--- config.mk ---
export PLATFORM = sky130hd
export DESIGN_NAME = sram_axi_slave
export DESIGN_NICKNAME = d
export VERILOG_FILES = /design/src/rtl/sram_axi_slave.sv
export SDC_FILE = /design/constraint.sdc
export NUM_CORES = 1
export LEC_CHECK = 0
export ABC_AREA = 0
export CAP_MARGIN = 20
export CORE_ASPECT_RATIO = 1.75
export CORE_MARGIN = 10
export CORE_UTILIZATION = 30
export CTS_CLUSTER_SIZE = 8
export DETAILED_ROUTE_END_ITERATION = 16
export PLACE_DENSITY = 0.81
export SETUP_SLACK_MARGIN = 0.05
export SYNTH_ARGS = -nofsm -noshare
export SYNTH_HDL_FRONTEND = slang
export SYNTH_SLANG_ARGS = --single-unit
--- constraint.sdc ---
create_clock -name clk -period 2.8 [get_ports clk]
set_input_delay 0.7 -clock clk [delete_from_list [all_inputs] [get_ports clk]]
set_output_delay 0.7 -clock clk [all_outputs]
set_load 0.01 [all_outputs]
--- src/rtl/sram_axi_slave.sv ---
// sram_axi_slave
//   AXI4 responder in front of one synchronous single-port 32-bit SRAM.
//   One transaction at a time; every response is OKAY. The word address is
//   addr[SRAM_AW+1:2]. All other address bits, and AxSIZE and WLAST, are ignored.
//
// Ports
//   clk, rst                 clock, async active-high reset
//   aw*/w*/b*                AXI write address / data / response channels
//   ar*/r*                   AXI read address / data channels
//   sram_cs, sram_oe         chip select / output enable (active-high)
//   sram_web                 per-byte write enable (active-low)
//   sram_a, sram_di          word address / write data
//   sram_do                  read data, valid the cycle after cs&oe
module sram_axi_slave #(
  parameter int ID_W    = 8,
  parameter int ADDR_W  = 32,
  parameter int SRAM_AW = 14
) (
  input  logic               clk,
  input  logic               rst,
  input  logic [ID_W-1:0]    awid,
  input  logic [ADDR_W-1:0]  awaddr,
  input  logic [3:0]         awlen,
  input  logic [2:0]         awsize,
  input  logic [1:0]         awburst,
  input  logic               awvalid,
  output logic               awready,
  input  logic [31:0]        wdata,
  input  logic [3:0]         wstrb,
  input  logic               wlast,
  input  logic               wvalid,
  output logic               wready,
  output logic [ID_W-1:0]    bid,
  output logic [1:0]         bresp,
  output logic               bvalid,
  input  logic               bready,
  input  logic [ID_W-1:0]    arid,
  input  logic [ADDR_W-1:0]  araddr,
  input  logic [3:0]         arlen,
  input  logic [2:0]         arsize,
  input  logic [1:0]         arburst,
  input  logic               arvalid,
  output logic               arready,
  output logic [ID_W-1:0]    rid,
  output logic [31:0]        rdata,
  output logic [1:0]         rresp,
  output logic               rlast,
  output logic               rvalid,
  input  logic               rready,
  output logic               sram_cs,
  output logic               sram_oe,
  output logic [3:0]         sram_web,
  output logic [SRAM_AW-1:0] sram_a,
  output logic [31:0]        sram_di,
  input  logic [31:0]        sram_do
);

  typedef enum logic [2:0] {IDLE, R_FETCH, R_DATA, W_DATA, W_RESP} state_t;

  // Latched request fields, shared by reads and writes.
  typedef struct packed {
    logic [ID_W-1:0]    id;
    logic [SRAM_AW-1:0] addr;
    logic [3:0]         len;
    logic [1:0]         burst;
  } req_t;

  state_t     state_q, state_d;
  req_t       req_q, req_d;
  logic [3:0] cnt_q, cnt_d;

  // These inputs are ignored by design; fold them into one sink signal.
  logic unused_inputs;
  assign unused_inputs = ^{awsize, arsize, wlast, awaddr, araddr};

  // FIXED keeps the address. INCR and WRAP both step by one word and roll over
  // at the top of the SRAM.
  function automatic logic [SRAM_AW-1:0] next_addr(input logic [SRAM_AW-1:0] a,
                                                   input logic [1:0]         b);
    return (b == 2'b00) ? a : a + {{(SRAM_AW-1){1'b0}}, 1'b1};
  endfunction

  always_ff @(posedge clk or posedge rst) begin
    if (rst) begin
      state_q <= IDLE;
      req_q   <= '0;
      cnt_q   <= '0;
    end else begin
      state_q <= state_d;
      req_q   <= req_d;
      cnt_q   <= cnt_d;
    end
  end

  always_comb begin
    state_d  = state_q;
    req_d    = req_q;
    cnt_d    = cnt_q;
    awready  = 1'b0;
    arready  = 1'b0;
    wready   = 1'b0;
    bvalid   = 1'b0;
    bid      = '0;
    rvalid   = 1'b0;
    rid      = '0;
    rdata    = '0;
    rlast    = 1'b0;
    sram_cs  = 1'b0;
    sram_oe  = 1'b0;
    sram_web = 4'hF;
    sram_a   = '0;
    sram_di  = '0;
    unique case (state_q)
      IDLE: begin
        awready = 1'b1;
        // Write wins a tie, so hold off the read while AW is pending.
        arready = ~awvalid;
        if (awvalid) begin
          req_d   = '{id: awid, addr: awaddr[SRAM_AW+1:2], len: awlen, burst: awburst};
          cnt_d   = '0;
          state_d = W_DATA;
        end else if (arvalid) begin
          req_d   = '{id: arid, addr: araddr[SRAM_AW+1:2], len: arlen, burst: arburst};
          cnt_d   = '0;
          state_d = R_FETCH;
        end
      end
      R_FETCH: begin
        sram_cs = 1'b1;
        sram_oe = 1'b1;
        sram_a  = req_q.addr;
        state_d = R_DATA;
      end
      R_DATA: begin
        // Keep the SRAM read request up so sram_do holds through an R stall.
        sram_cs = 1'b1;
        sram_oe = 1'b1;
        sram_a  = req_q.addr;
        rvalid  = 1'b1;
        rdata   = sram_do;
        rid     = req_q.id;
        rlast   = (cnt_q == req_q.len);
        if (rready) begin
          if (cnt_q == req_q.len) begin
            state_d = IDLE;
          end else begin
            cnt_d      = cnt_q + 4'd1;
            req_d.addr = next_addr(req_q.addr, req_q.burst);
            state_d    = R_FETCH;
          end
        end
      end
      W_DATA: begin
        wready = 1'b1;
        if (wvalid) begin
          sram_cs  = 1'b1;
          sram_web = ~wstrb;
          sram_a   = req_q.addr;
          sram_di  = wdata;
          // The beat count alone ends the burst; wlast is not consulted.
          if (cnt_q == req_q.len) begin
            state_d = W_RESP;
          end else begin
            cnt_d      = cnt_q + 4'd1;
            req_d.addr = next_addr(req_q.addr, req_q.burst);
          end
        end
      end
      W_RESP: begin
        bvalid = 1'b1;
        bid    = req_q.id;
        if (bready) state_d = IDLE;
      end
      default: state_d = IDLE;
    endcase
  end

  assign bresp = 2'b00;
  assign rresp = 2'b00;

endmodule

### Word-level counts from Yosys, hierarchy flattened

Cells that the tools add are included.

| storage, ports and cells | value |
|---|---|
| register bits | 35 |
| logic and storage cells | 67 |
| input port bits | 174 |
| output and inout port bits | 110 |

| operators by class | value |
|---|---|
| $add $sub $neg | 2 |
| reductions and logical operators | 8 |
| mux-type cells | 39 |
| bitwise gates (word level) | 2 |
| equality and inequality tests | 10 |

Operators with widths:

| kind | number |
|---|---|
| 2-to-1 mux 32 bit | 3 |
| 2-to-1 mux 14 bit | 5 |
| 2-to-1 mux 28 bit | 2 |
| one-hot mux 14 bit (3 select lines) | 1 |
| 2-to-1 mux 4 bit | 7 |
| one-hot mux 14 bit (2 select lines) | 1 |
| 2-to-1 mux 3 bit | 6 |
| 2-to-1 mux 8 bit | 2 |
| one-hot mux 3 bit (5 select lines) | 1 |
| adder 14 x 1 -> 14 bit, second input constant | 1 |
| one-hot mux 4 bit (3 select lines) | 1 |
| 2-to-1 mux 1 bit | 9 |
| != test 2 bit, second input constant | 4 |
| equality test 3 x 2 -> 1 bit, second input constant | 2 |
| AND reduction 5 bit | 1 |
| adder 4 x 1 -> 4 bit, second input constant | 1 |
| equality test 4 bit | 1 |
| NOT 4 bit | 1 |
| AND reduction 4 bit | 1 |
| equality test 3 x 1 -> 1 bit, second input constant | 1 |
| equality test 3 bit, second input constant | 1 |
| logical NOT 3 bit | 1 |
| != test 3 bit, second input constant | 1 |
| nonzero test 3 bit | 1 |
| 6 further kinds | 6 |

### Depth between registers and ports, before layout

| depth | value |
|---|---|
| word-level depth | 5 |
| mapped depth | 8 |
| depth with buffers taken out | 6 |

### Worst setup path after synthesis

Ideal clock, no wire load.

| timing | value |
|---|---|
| path kind | flip-flop to output port |
| start | reg state_q[1] |
| end | out sram_di[25] |
| data required time | 2.100 ns |
| slack | 0.556 ns |
| buffers on the path | 4 |
| cell stages (with the launch flop) | 8 |
| arrival | 1.544 ns |
| cells stage by stage | dfrtp_1 > buf_4 > nor2b_1 > buf_4 > and3_1 > clkbuf_1 > clkbuf_1 > and2_1 |

| on the way | value |
|---|---|
| cells in the longest elaborated chain, start to end | 2 |

RTL lines:

| item | RTL line | text |
|---|---|---|
| from (decl) | 68 | `state_t state_q, state_d;` |
| from (signal assigned) | 89 | `state_q <= state_d;` |
| equality test 3 x 2 -> 1 bit | 113 | `unique case (state_q)` |
| 2-to-1 mux 32 bit | 113 |  |
| to (decl) | 54 | `output logic [31:0] sram_di,` |

No other way between the ends.

### Worst setup path in the final report

| timing | value |
|---|---|
| start | in wvalid |
| end | out sram_a[8] |

| on the way | value |
|---|---|
| cells in the longest elaborated chain, start to end | 2 |

RTL lines:

| item | RTL line | text |
|---|---|---|
| from (decl) | 31 | `input logic wvalid,` |
| 2-to-1 mux 14 bit | 155 | `if (wvalid) begin` |
| one-hot mux 14 bit (2 select lines) | 113 |  |
| to (decl) | 53 | `output logic [SRAM_AW-1:0] sram_a,` |

No other way between the ends.

==> out/metrics.yaml <==
cap_violations: 0
final_layout_size_suffix_gt1_frac: 0.0838
arrival_ps: 2030
core_area_um2: 9470
synth_most_common_cell: "and2_1"
reg2reg_depth: 5
outcome: "completed"
wirelength_mm: 14.1
skew_ps: 5.63
die-area_um2: 14100
die_w_um: 94.2
pwr-share-comb: 0.673
grt_usage: 0.191
num_vias: 3532
syn_inst: 362
routed_via_density: 4.91
setup_tns_ps: 0
fin_area_um2: 5680
hold_viol: 0
yosys.area.top_type_share: 0.303
ff2ff_setup_slack_ps: 760
clkTransAtPathRegs_ps: 50
drv_slew: 0
rsz0062_at_grt: "true"
yosys_warnings: 0
grt_max_degree: 42
fin_crit_sh: 0.973
clk_latency_ps: 280
setup_viol: 0
pwr-share-clk: 0.109
pre_cts_ws_ps: -275
initialDrtViolationCount: 132
io_pins: 284
p_sw_frac: 0.417
p_int_mw: 2.76
synth_ff_type: "dfrtp_1"
ys_seq_area_frac: 0.303
post-route-min-period_ps: 2730
path_max_fanout: 3
start_kind: "input port"
ant_nets: 0
synth_area_um2: 2890
dp_hpwl_mm: 11.7
antenna_found_initial: 0
n_antenna_cell: 0
fmax_ghz: 0.367
tritoncts: "done"
initial_core_util: 0.306
synth.area.top_cells: "dfrtp_1, and2_1, mux2i_1"
p_sw_mw: 1.97
async_flop_share: 1.00
area_growth_pct: 96.3
rr_startpoint: "state_q[2]$_DFFE_PP0P_"
synth_common_cells: "and2_1, dfrtp_1, a21oi_1"
hold_depth: 2
gr-total-overflow: 0
ys_ff_latch: 35
nFillCells: 848
dpl_cell_area_um2: 5410
hold_class: "reg -> reg"
cts_inserted_buffers: 5
cts_buffer_depth: 2
r2r-end: "req_q[7]$_DFFE_PP0P_"
gp_congestion: 0.829
seq_power_share: 0.219
placementRows: 47
multiInputGateArea_um2: 1850
irDropWorstVdd_v: 0.000375
cp.required_ps: 2100
post-synth-top-area-cell: "dfrtp_1"
critPathKind: "in -> out"
holdPathEnd: "req_q[1]$_DFFE_PP0P_"
ys_types: 46
grt_pass1_wl_mm: 21.2
drtPass1Iterations: 4
utilization: 0.600
grt_pass1_vias: 3796
clock_sinks: 35
endpoint_kind: "primary output"
nets: 774
synth_edf_count: 0
portBuffers: 236
seqCellArea_um2: 880
p_per_area_nw_per_um2: 833
drc: 0
cts_root_buf: "clkbuf_16"
wl_per_cell_um: 19.6
cts-htree-levels: 2
synth_area_per_cell_um2: 7.99
p_leak_nw: 2.85
fin_ws_ps: 74.5
hp-start: "req_q[1]$_DFFE_PP0P_"
fp.dieH_um: 150
-- placed cells by master, fill, tap and decap left out, types with 3 or more instances in the layout --
master	instances
a21oi_1	30
a22o_1	4
and2_1	87
and3_1	8
buf_12	4
buf_4	19
clkbuf_16	5
clkdlybuf4s15_1	7
clkdlybuf4s15_2	3
clkdlybuf4s50_1	178
conb_1	4
dfrtp_1	32
dfrtp_2	3
dlygate4sd2_1	17
dlymetal6s2s_1	30
inv_1	9
mux2_2	5
mux2i_1	27
nand2_1	22
nand3_1	10
nand4_1	4
nor2_1	22
nor2_2	3
nor4_1	3
o21ai_0	13
o21ai_1	5
or3_1	4
xnor2_1	5
-- critical path: stages --
cell,delay [ps]
dlygate4sd2_1,260
nor2_1,180
nor3_2,90
buf_4,150
buf_4,140
buf_4,130
and2_1,140
clkdlybuf4s15_2,220
-- layer usage --
layer,routed length [µm],vias to the layer above,track usage
met2,7370,203,0.349
met3,1880,7,0.0983
met5,0,-,0
li1,-,1703,-
met4,89,0,0.0305
met1,4750,1619,0.187
-- cell type report --
class / instances / area share
flip-flops and latches: 35 / 0.155
inverters: 9 / 0.00595
repair buffers: 259 / 0.465
clock buffers: 6 / 0.0227
well taps: 122 / 0.0269
multi-input cells: 288 / 0.325
-- power by group through the flow --
stage	Combinational [mW]	Clock (mW)	Sequential (mW)
finish	3.18	0.514	1.03
CTS	3.21	0.522	1.02
global route	3.48	0.539	1.07
global placement	3.12	0	1.00
floorplan	1.70	0	0.930
detailed placement	3.18	0	1.02
-- sequential cells by signal, indices dropped and copies added, names as in the netlist --
name     flops
cnt_q        4
req_q       28
state_q      3
-- worst max path at each step --
stage | to | startpoint | slack (ps) | cells after the start
2_1_floorplan | sram_di[25] | state_q[1]$_DFFE_PP0P_ | 560 | 7
3_3_place_gp | sram_di[31] | wvalid | -260 | 5
3_5_place_dp | sram_di[31] | wvalid | -280 | 5
4_1_cts | rdata[21] | state_q[2]$_DFFE_PP0P_ | 50 | 5
5_1_grt | sram_a[8] | wvalid | 10 | 8
6_report | sram_a[8] | wvalid | 70 | 8
-- what timing repair did --
action | 4_1_cts | 5_1_grt
setup endpoints to repair | 99 | 87
pin swaps | 1 | 1
hold buffers | 0 | 0
setup buffers | 5 | 1
gates cloned | 1 | 0
resized for setup | 44 | 37
-- cells by family after synthesis --
kind of cell | share of synthesized area
flip-flops | 0.303
AO/OA/AOI/OAI | 0.148
AND/OR/NAND/NOR | 0.342
multiplexers | 0.113
XOR/XNOR | 0.0151
adder cells (fa/ha/maj) | 0.00865
buffers and inverters | 0.0692
other | 0.00130
-- per-stage QoR --
step	hold slack [ps]	total power, mW	cells
CTS	533	4.75	718
finish	534	4.73	719
detailed placement	523	4.21	706
global route	565	5.09	719
global placement	512	4.12	706
floorplan	493	2.63	365
Power figures use the tool's default switching activity.
